===== src/rtl/spi_req_sequencer.sv =====
// Shares one SPI master engine between a configuration requester (A) and a status
// poller (B): round-robin grant, slave-select framing, engine handshake and watchdog.
module spi_req_sequencer #(
    parameter int unsigned DAT_WIDTH = 3,
    parameter int unsigned CS_SETUP  = 4,
    parameter int unsigned CS_HOLD   = 4,
    parameter int unsigned CS_GAP    = 2,
    parameter int unsigned TMO_W     = 12
) (
    input  logic                   clk,
    input  logic                   asyncRst,
    input  logic                   reqA,
    input  logic [DAT_WIDTH*8-1:0] datA,
    output logic                   ackA,
    input  logic                   reqB,
    input  logic [DAT_WIDTH*8-1:0] datB,
    output logic                   ackB,
    output logic [DAT_WIDTH*8-1:0] rdDat,
    output logic                   err,
    output logic                   busy,
    output logic                   ssN,
    output logic                   spiWrEn,
    output logic [DAT_WIDTH*8-1:0] spiData,
    input  logic                   spiRdy,
    input  logic [DAT_WIDTH*8-1:0] spiDatBack
);

    localparam int unsigned DW       = DAT_WIDTH * 8;
    localparam int unsigned CS_MAX_A = (CS_SETUP > CS_HOLD) ? CS_SETUP : CS_HOLD;
    localparam int unsigned CS_MAX   = (CS_MAX_A > CS_GAP) ? CS_MAX_A : CS_GAP;
    localparam int unsigned CNT_W    = $clog2(CS_MAX) + 1;
    // Watchdog fires on the WAIT cycle in which the counter would reach all-ones.
    localparam logic [TMO_W-1:0] WDOG_LAST = {{(TMO_W-1){1'b1}}, 1'b0};

    typedef enum logic [2:0] {IDLE, SETUP, STROBE, ARM, WAIT, HOLD, GAP} state_t;

    state_t           state, stateNxt;
    logic [CNT_W-1:0] cnt, cntNxt;
    logic [TMO_W-1:0] wdog, wdogNxt;
    logic             grantB, grantBNxt;
    logic             lastB, lastBNxt;
    logic             tmo, tmoNxt;
    logic             ssNNxt, spiWrEnNxt, ackANxt, ackBNxt, errNxt;
    logic [DW-1:0]    spiDataNxt, rdDatNxt;

    // State and registered outputs.
    always_ff @(posedge clk or posedge asyncRst) begin
        if (asyncRst) begin
            state   <= IDLE;
            cnt     <= '0;
            wdog    <= '0;
            grantB  <= 1'b0;
            lastB   <= 1'b1;
            tmo     <= 1'b0;
            ssN     <= 1'b1;
            spiWrEn <= 1'b0;
            spiData <= '0;
            ackA    <= 1'b0;
            ackB    <= 1'b0;
            rdDat   <= '0;
            err     <= 1'b0;
            busy    <= 1'b0;
        end else begin
            state   <= stateNxt;
            cnt     <= cntNxt;
            wdog    <= wdogNxt;
            grantB  <= grantBNxt;
            lastB   <= lastBNxt;
            tmo     <= tmoNxt;
            ssN     <= ssNNxt;
            spiWrEn <= spiWrEnNxt;
            spiData <= spiDataNxt;
            ackA    <= ackANxt;
            ackB    <= ackBNxt;
            rdDat   <= rdDatNxt;
            err     <= errNxt;
            busy    <= (stateNxt != IDLE);
        end
    end

    // Next-state and next-output logic.
    always_comb begin
        stateNxt   = state;
        cntNxt     = cnt;
        wdogNxt    = wdog;
        grantBNxt  = grantB;
        lastBNxt   = lastB;
        tmoNxt     = tmo;
        ssNNxt     = ssN;
        spiWrEnNxt = 1'b0;
        spiDataNxt = spiData;
        ackANxt    = 1'b0;
        ackBNxt    = 1'b0;
        rdDatNxt   = rdDat;
        errNxt     = 1'b0;

        case (state)
            IDLE: begin
                if (reqA || reqB) begin
                    stateNxt   = SETUP;
                    grantBNxt  = reqB && (!reqA || !lastB);
                    spiDataNxt = grantBNxt ? datB : datA;
                    ssNNxt     = 1'b0;
                    cntNxt     = '0;
                end
            end
            SETUP: begin
                if (cnt == CNT_W'(CS_SETUP - 1)) begin
                    stateNxt   = STROBE;
                    spiWrEnNxt = 1'b1;
                    cntNxt     = '0;
                end else begin
                    cntNxt = cnt + CNT_W'(1);
                end
            end
            STROBE: stateNxt = ARM;
            // Engine ready is still stale here; skip it.
            ARM: begin
                stateNxt = WAIT;
                wdogNxt  = '0;
                tmoNxt   = 1'b0;
            end
            WAIT: begin
                if (spiRdy) begin
                    rdDatNxt = spiDatBack;
                    stateNxt = HOLD;
                    cntNxt   = '0;
                end else if (wdog == WDOG_LAST) begin
                    tmoNxt   = 1'b1;
                    stateNxt = HOLD;
                    cntNxt   = '0;
                end else begin
                    wdogNxt = wdog + TMO_W'(1);
                end
            end
            HOLD: begin
                if (cnt == CNT_W'(CS_HOLD - 1)) begin
                    stateNxt = GAP;
                    ssNNxt   = 1'b1;
                    cntNxt   = '0;
                end else begin
                    cntNxt = cnt + CNT_W'(1);
                end
            end
            GAP: begin
                if (cnt == CNT_W'(CS_GAP - 1)) begin
                    stateNxt = IDLE;
                    cntNxt   = '0;
                end else begin
                    cntNxt = cnt + CNT_W'(1);
                end
            end
            default: stateNxt = IDLE;
        endcase

        // Ack lands in the final HOLD cycle, while ssN is still low.
        if (stateNxt == HOLD && cntNxt == CNT_W'(CS_HOLD - 1)) begin
            ackANxt  = !grantBNxt;
            ackBNxt  = grantBNxt;
            errNxt   = tmoNxt;
            lastBNxt = grantBNxt;
        end
    end

endmodule


===== config.mk =====
export PLATFORM = sky130hd
export DESIGN_NAME = spi_req_sequencer
export DESIGN_NICKNAME = d
export VERILOG_FILES = /design/src/rtl/spi_req_sequencer.sv
export SDC_FILE = /design/constraint.sdc
export NUM_CORES = 1
export LEC_CHECK = 0
export CORE_ASPECT_RATIO = 0.9
export CORE_UTILIZATION = 47
export CTS_BUF_LIST = sky130_fd_sc_hd__clkbuf_16
export DETAILED_ROUTE_END_ITERATION = 6
export PLACE_DENSITY = 0.83
export SLEW_MARGIN = 5
export SYNTH_ARGS = -nofsm -noshare
export SYNTH_HDL_FRONTEND = slang
export SYNTH_SLANG_ARGS = --single-unit

===== constraint.sdc =====
create_clock -name clk -period 4.8 [get_ports clk]
set_input_delay 0.72 -clock clk [delete_from_list [all_inputs] [get_ports clk]]
set_output_delay 0.72 -clock clk [all_outputs]
set_load 0.01 [all_outputs]

After elaboration in Yosys (flattened, before gate mapping)

Index checks and enable logic that the tools add are counted.

Word-level logic and storage cells: 77
Latch bits: 0
Bits of input ports: 77
Memory bits (read-only): 0
Register bits: 75
Memories: 0
RAM bits: 0
Output and inout port bits: 54

Multiplexer cells: 30
Div/mod/pow operators: 0
Shifts and indexed selects: 0
Bitwise gates (word level): 0
$lt $le $gt $ge: 0
Add/subtract/negate cells: 2
Reduce and logical (&&, ||, !) cells: 16
Equal/unequal tests: 15
$mul: 0

Operators with widths:

| cell                                          | number |
|---|---|
| 2-to-1 mux 3 bit                              | 11 |
| 2-to-1 mux 12 bit                             | 2 |
| 2-to-1 mux 24 bit                             | 1 |
| one-hot mux 12 bit (2 select lines)           | 1 |
| one-hot mux 3 bit (7 select lines)            | 1 |
| adder 12 x 1 -> 12 bit, second input constant | 1 |
| == test 12 bit, second input constant         | 1 |
| == test 3 x 2 -> 1 bit, second input constant | 4 |
| == test 3 bit, second input constant          | 4 |
| one-hot mux 3 bit (4 select lines)            | 1 |
| 2-to-1 mux 1 bit                              | 11 |
| inequality test 2 bit, second input constant  | 4 |
| == test 3 x 1 -> 1 bit, second input constant | 2 |
| AND reduction 3 bit                           | 2 |
| one-hot mux 1 bit (2 select lines)            | 2 |
| AND reduction 2 bit                           | 2 |
| nonzero test 2 bit                            | 2 |
| adder 3 x 1 -> 3 bit, second input constant   | 1 |
| zero test 1 bit                               | 3 |
| zero test 3 bit                               | 1 |
| nonzero test 3 bit                            | 1 |
| logical AND 1 bit                             | 2 |
| logical OR 1 bit                              | 2 |
| OR reduction 2 bit                            | 1 |

Logic depth before layout (Yosys ltp)

Depth in word-level cells: 7
Mapped depth: 9
Gate-level depth less buffers: 8

Least setup slack after synthesis

OpenSTA, ideal clock, no wires.

Path kind: reg-to-reg
Start: register cnt[0]
End: register lastB
Library setup time: 0.082 ns
Required time: 4.718 ns
Slack: 2.510 ns
Arrival: 2.208 ns
Period minus slack after synthesis: 2.290 ns
Path buffers: 0
Stages on the path, launching flop included: 9
Path through: dfrtp_1 ha_1 ha_1 nor3b_1 a31oi_1 o22ai_1 nand2_1 or4_4 mux2_4

Cells in the longest elaborated chain, start to end: 5
Elaborated cells between the ends (all ways): 16
Those cells by class: add/sub (1); eq/ne (4); mux (10); reduce/logical (1)

Ends and longest elaborated chain:

| element                                                                                  | RTL line      | RTL |
|---|---|---|
| start, declared                                                                          | 38            | `logic [CNT_W-1:0] cnt, cntNxt;` |
| start signal, assigned                                                                   | 65            | `cnt <= cntNxt;` |
| adder 3 x 1 -> 3 bit, or another cell as far along                                       | 113, 142, 150 |  |
| 2-to-1 mux 3 bit (on tied branches)                                                      | n/a           |  |
| one-hot mux 3 bit (4 select lines) or one-hot mux 3 bit (7 select lines) (tied branches) | 97            | `case (state)` |
| == test 3 x 2 -> 1 bit or == test 3 bit (tied branches)                                  | 157           | `if (stateNxt == HOLD && cntNxt == CNT_W'(CS_HOLD - 1)) begin` |
| logical AND 1 bit (*)                                                                    | 157           |  |
| end signal, assigned                                                                     | 68            | `lastB <= lastBNxt;` |
| end, declared                                                                            | 41            | `logic lastB, lastBNxt;` |

Mark *: on every way between the ends. The rest lies on a longest branch, timed or not.
A chain may end at the register's enable or synchronous reset.

Final worst setup path

Start: input spiRdy
End: register wdog[3]

Cells in the longest elaborated chain, start to end: 2

Ends and longest elaborated chain:

| element                         | RTL line | RTL |
|---|---|---|
| start, declared                 | 24       | `input logic spiRdy,` |
| inequality test 2 bit (no line) | n/a      |  |
| AND reduction 3 bit (no line)   | n/a      |  |
| end signal, assigned            | 66       | `wdog <= wdogNxt;` |
| end, declared                   | 39       | `logic [TMO_W-1:0] wdog, wdogNxt;` |

Every way passes these cells.

==> impl_results.md <==
- EDFF count, synth: 0
- Global-route wire length before repair: 12.08 mm
- Final #Nets: 513
- Reg2reg start: state[0]
- Cell Pwr Density: 584.9 nW/um^2
- Critical Path, Cell by Cell: clkdlybuf4s50_1, or3_1, o21ai_0, nand3_1, xor2_1, nor2_1
- Detailed Routing Iterations Pass 1: 4
- Die footprint: 7596 um^2
- Post-synth cell types: 44
- # clock sinks: 75
- Crit-path max cell delay: 0.94 ns
- Final core area utilization: 0.7256
- Min Tclk post-route: 2.847 ns
- Worst Path Buf+Inv: 1
- DR iter-0 viols: 68
- DR vias: 2690
- Final hold viol count: 0
- CTS Hold Buffers Added: 0
- Top cell type by total area after synthesis: dfrtp_1
- N_diodes: 0
- Critical path data arrival time: 3.04 ns
- Fin cells: 528
- Post-cts repair resize count: 0
- Static Leak: 2.252 nW
- Wire length per cell: 14.62 um
- FILL cells: 519
- Clk slew on worst S/H paths: 0.05 ns
- Pin count of the biggest net entering global routing: 50
- Routed WL: 7.719 mm
- Status: complete, no violations
- Max-slew violation count: 0
- DP HPWL: 5.472 mm
- Unrepaired setup endpoints after global routing: no
- Count leader, synth: dfrtp_1
- Top cell type's share of synthesized area: 0.5360
- Clk_lat worst skew: 0.32 ns
- Row cnt: 29
- Cells after Synth: 302
- Max-cap violations: 0
- Number of CTS-inserted buffers: 9
- Top delay family on crit path: compound AO/OA/AOI/OAI gates
- Flops & latches, synth: 75
- Crit path max fanout: 12
- Initial core utilization: 0.4842
- Hold_sp: spiData[21]
- R2R Setup Slk: 2.02 ns
- Period utilisation layout: 0.5932
- Core area: 7039 um^2
- CTS HTree Levels: 3
- VDD IR-drop max: 0.3035 mV
- Worst Setup SP: spiRdy
- Dpl cells: 512
- Total track usage: 0.2059
- Grt total ovfl: 0
- Sequential cell area: 1879 um^2
- Ys async rst share: 1.000
- Relative slew slack: 0.1992
- Mapped Avg Cell Area: 11.29 um^2
- Via density: 5.095
- Sequential fraction of the synthesis area: 0.5514
- Hold WC Path Type: flip-flop to flip-flop
- Chip height: 82.79 um
- Final TNS setup: 0 ns
- CTS tree: yes
- Syn nets: 385
- Worst Max-Slew Pin Slew: 1.189 ns
- Synth Cell Area: 3408 um^2
- Final ANT Viol Nets: 0
- Placed Area: 4800 um^2
- Design Area, Final: 5107 um^2
- Synthesis-to-finish area growth: 49.85%
- Synth top area cells: dfrtp_1 54%, mux2_2 8.3%, mux2i_1 7.0%
- Startpoint types: input port
- Root Driver: clkbuf_16
- Die X: 91.76 um
- I/O pin cnt: 131
- Hold slack: 0.4755 ns
- Area of the multi-input gates: 1454 um^2
- Critical path required time: 5.00 ns
- Routability cong.: 0.8080
- Top FF cell, synth: dfrtp_1
- Clock skew: 0.004879 ns
- Fmax: 0.3512 GHz
- Yosys warnings: 0
- Maximum clock path buffer count: 2
- Critical-path top delay cell: o21ai_0
- Final Setup Violations: 0
- Initial antenna violation count: 0
- DRC: 0
- IO Port Bufs: 130
- Post-synth top cells: 73 x dfrtp_1, 35 x nand2_1, 33 x o21ai_0
- Critical path class: input port to flip-flop
- Number of global-route vias before repair: 2502
- CP Capture Type: flip-flop
- Post-CTS setup buffers: 0
- Share of layout cells above drive strength 1: 0.1333
## state kept, by name, indices dropped and copies added, names as in the netlist
name     flops
spiData     24
ackA         1
ackB         1
err          1
rdDat       24
grantB       1
state        3
tmo          1
busy         1
cnt          3
wdog        12
lastB        1
ssN          1
spiWrEn      1
## path summary, 6_finish.rpt
| path | endpoint | depth (start not counted) |
|---|---|---|
| max in group asynchronous | spiData[21] | 3 |
| max reg2reg | wdog[3] | 6 |
| max | wdog[3] | 6 |
| min reg2reg | spiData[21] | 2 |
| min in group asynchronous | rdDat[16] | 2 |
| min | spiData[21] | 2 |
## cell type report
| class | count | area share |
|---|---|---|
| Clock inverter | 7 | 0.01617 |
| Multi-Input combinational cell | 204 | 0.2847 |
| Tap cell | 93 | 0.02278 |
| Clock buffer | 9 | 0.04410 |
| Inverter | 7 | 0.005145 |
| Timing Repair Buffer | 133 | 0.2592 |
| Sequential cell | 75 | 0.3680 |
## routing by layer
metal,global-route usage,part of all wire,vias to the layer above,wire (um)
met5,0,0,-,0
met4,0.07969,0.020,0,151
met3,0.05464,0.069,14,532
met2,0.3286,0.48,101,3677
met1,0.2734,0.43,1273,3357
li1,-,-,1302,-
## layout by cell type, fill, tap and decap left out, types with 2 or more instances in the layout
master,Yosys,routed
dfrtp_1,73,73
nor2_1,16,16
xor2_1,10,10
clkinv_1,0,4
dfstp_2,2,2
nand3b_1,2,2
buf_4,0,3
and2b_2,2,2
nand3_1,6,6
a21oi_1,4,4
mux2_2,25,25
nor3_1,6,6
mux2i_1,24,24
nor2b_1,3,3
nand4_1,4,4
clkdlybuf4s50_1,0,130
nand2_1,35,35
o21ai_0,33,32
bufinv_16,0,2
and3_2,4,4
ha_1,6,6
inv_1,7,6
clkbuf_16,0,9
o22ai_1,2,2
## power by group
| part | total, W | internal, W | switching [W] | leakage [nW] |
|---|---|---|---|---|
| sequential | 0.00107 | 0.000892 | 0.000177 | 0.936 |
| clock | 0.000685 | 0.000447 | 0.000238 | 0.146 |
| combinational | 0.00123 | 0.000688 | 0.000544 | 1.17 |
## stage by stage
step	power (W)	setup WS, ns
2_1_floorplan	0.001688	2.173
3_3_place_gp	0.002269	1.785
3_5_place_dp	0.002309	1.744
4_1_cts	0.003007	1.978
5_1_grt	0.003181	1.754
6_report	0.002987	1.953
## worst register-to-register path, delay by kind of cell (launching register included)
kind / cells / cell delay [ns]
flops: 1 / 0.53
xor+xnor: 1 / 0.24
simple gates: 4 / 0.95
compound gates: 1 / 0.94
## logic make-up after synthesis
| group | share of synthesized area |
|---|---|
| xor gates and xnor gates | 0.02570 |
| AOI/OAI and AO/OA | 0.07673 |
| muxes | 0.1575 |
| buffers and inverters | 0.02643 |
| and+or+nand+nor | 0.1402 |
| DFF | 0.5514 |
| adders and majority gates | 0.02203 |
Note: power is estimated with default switching activity, not from simulation.
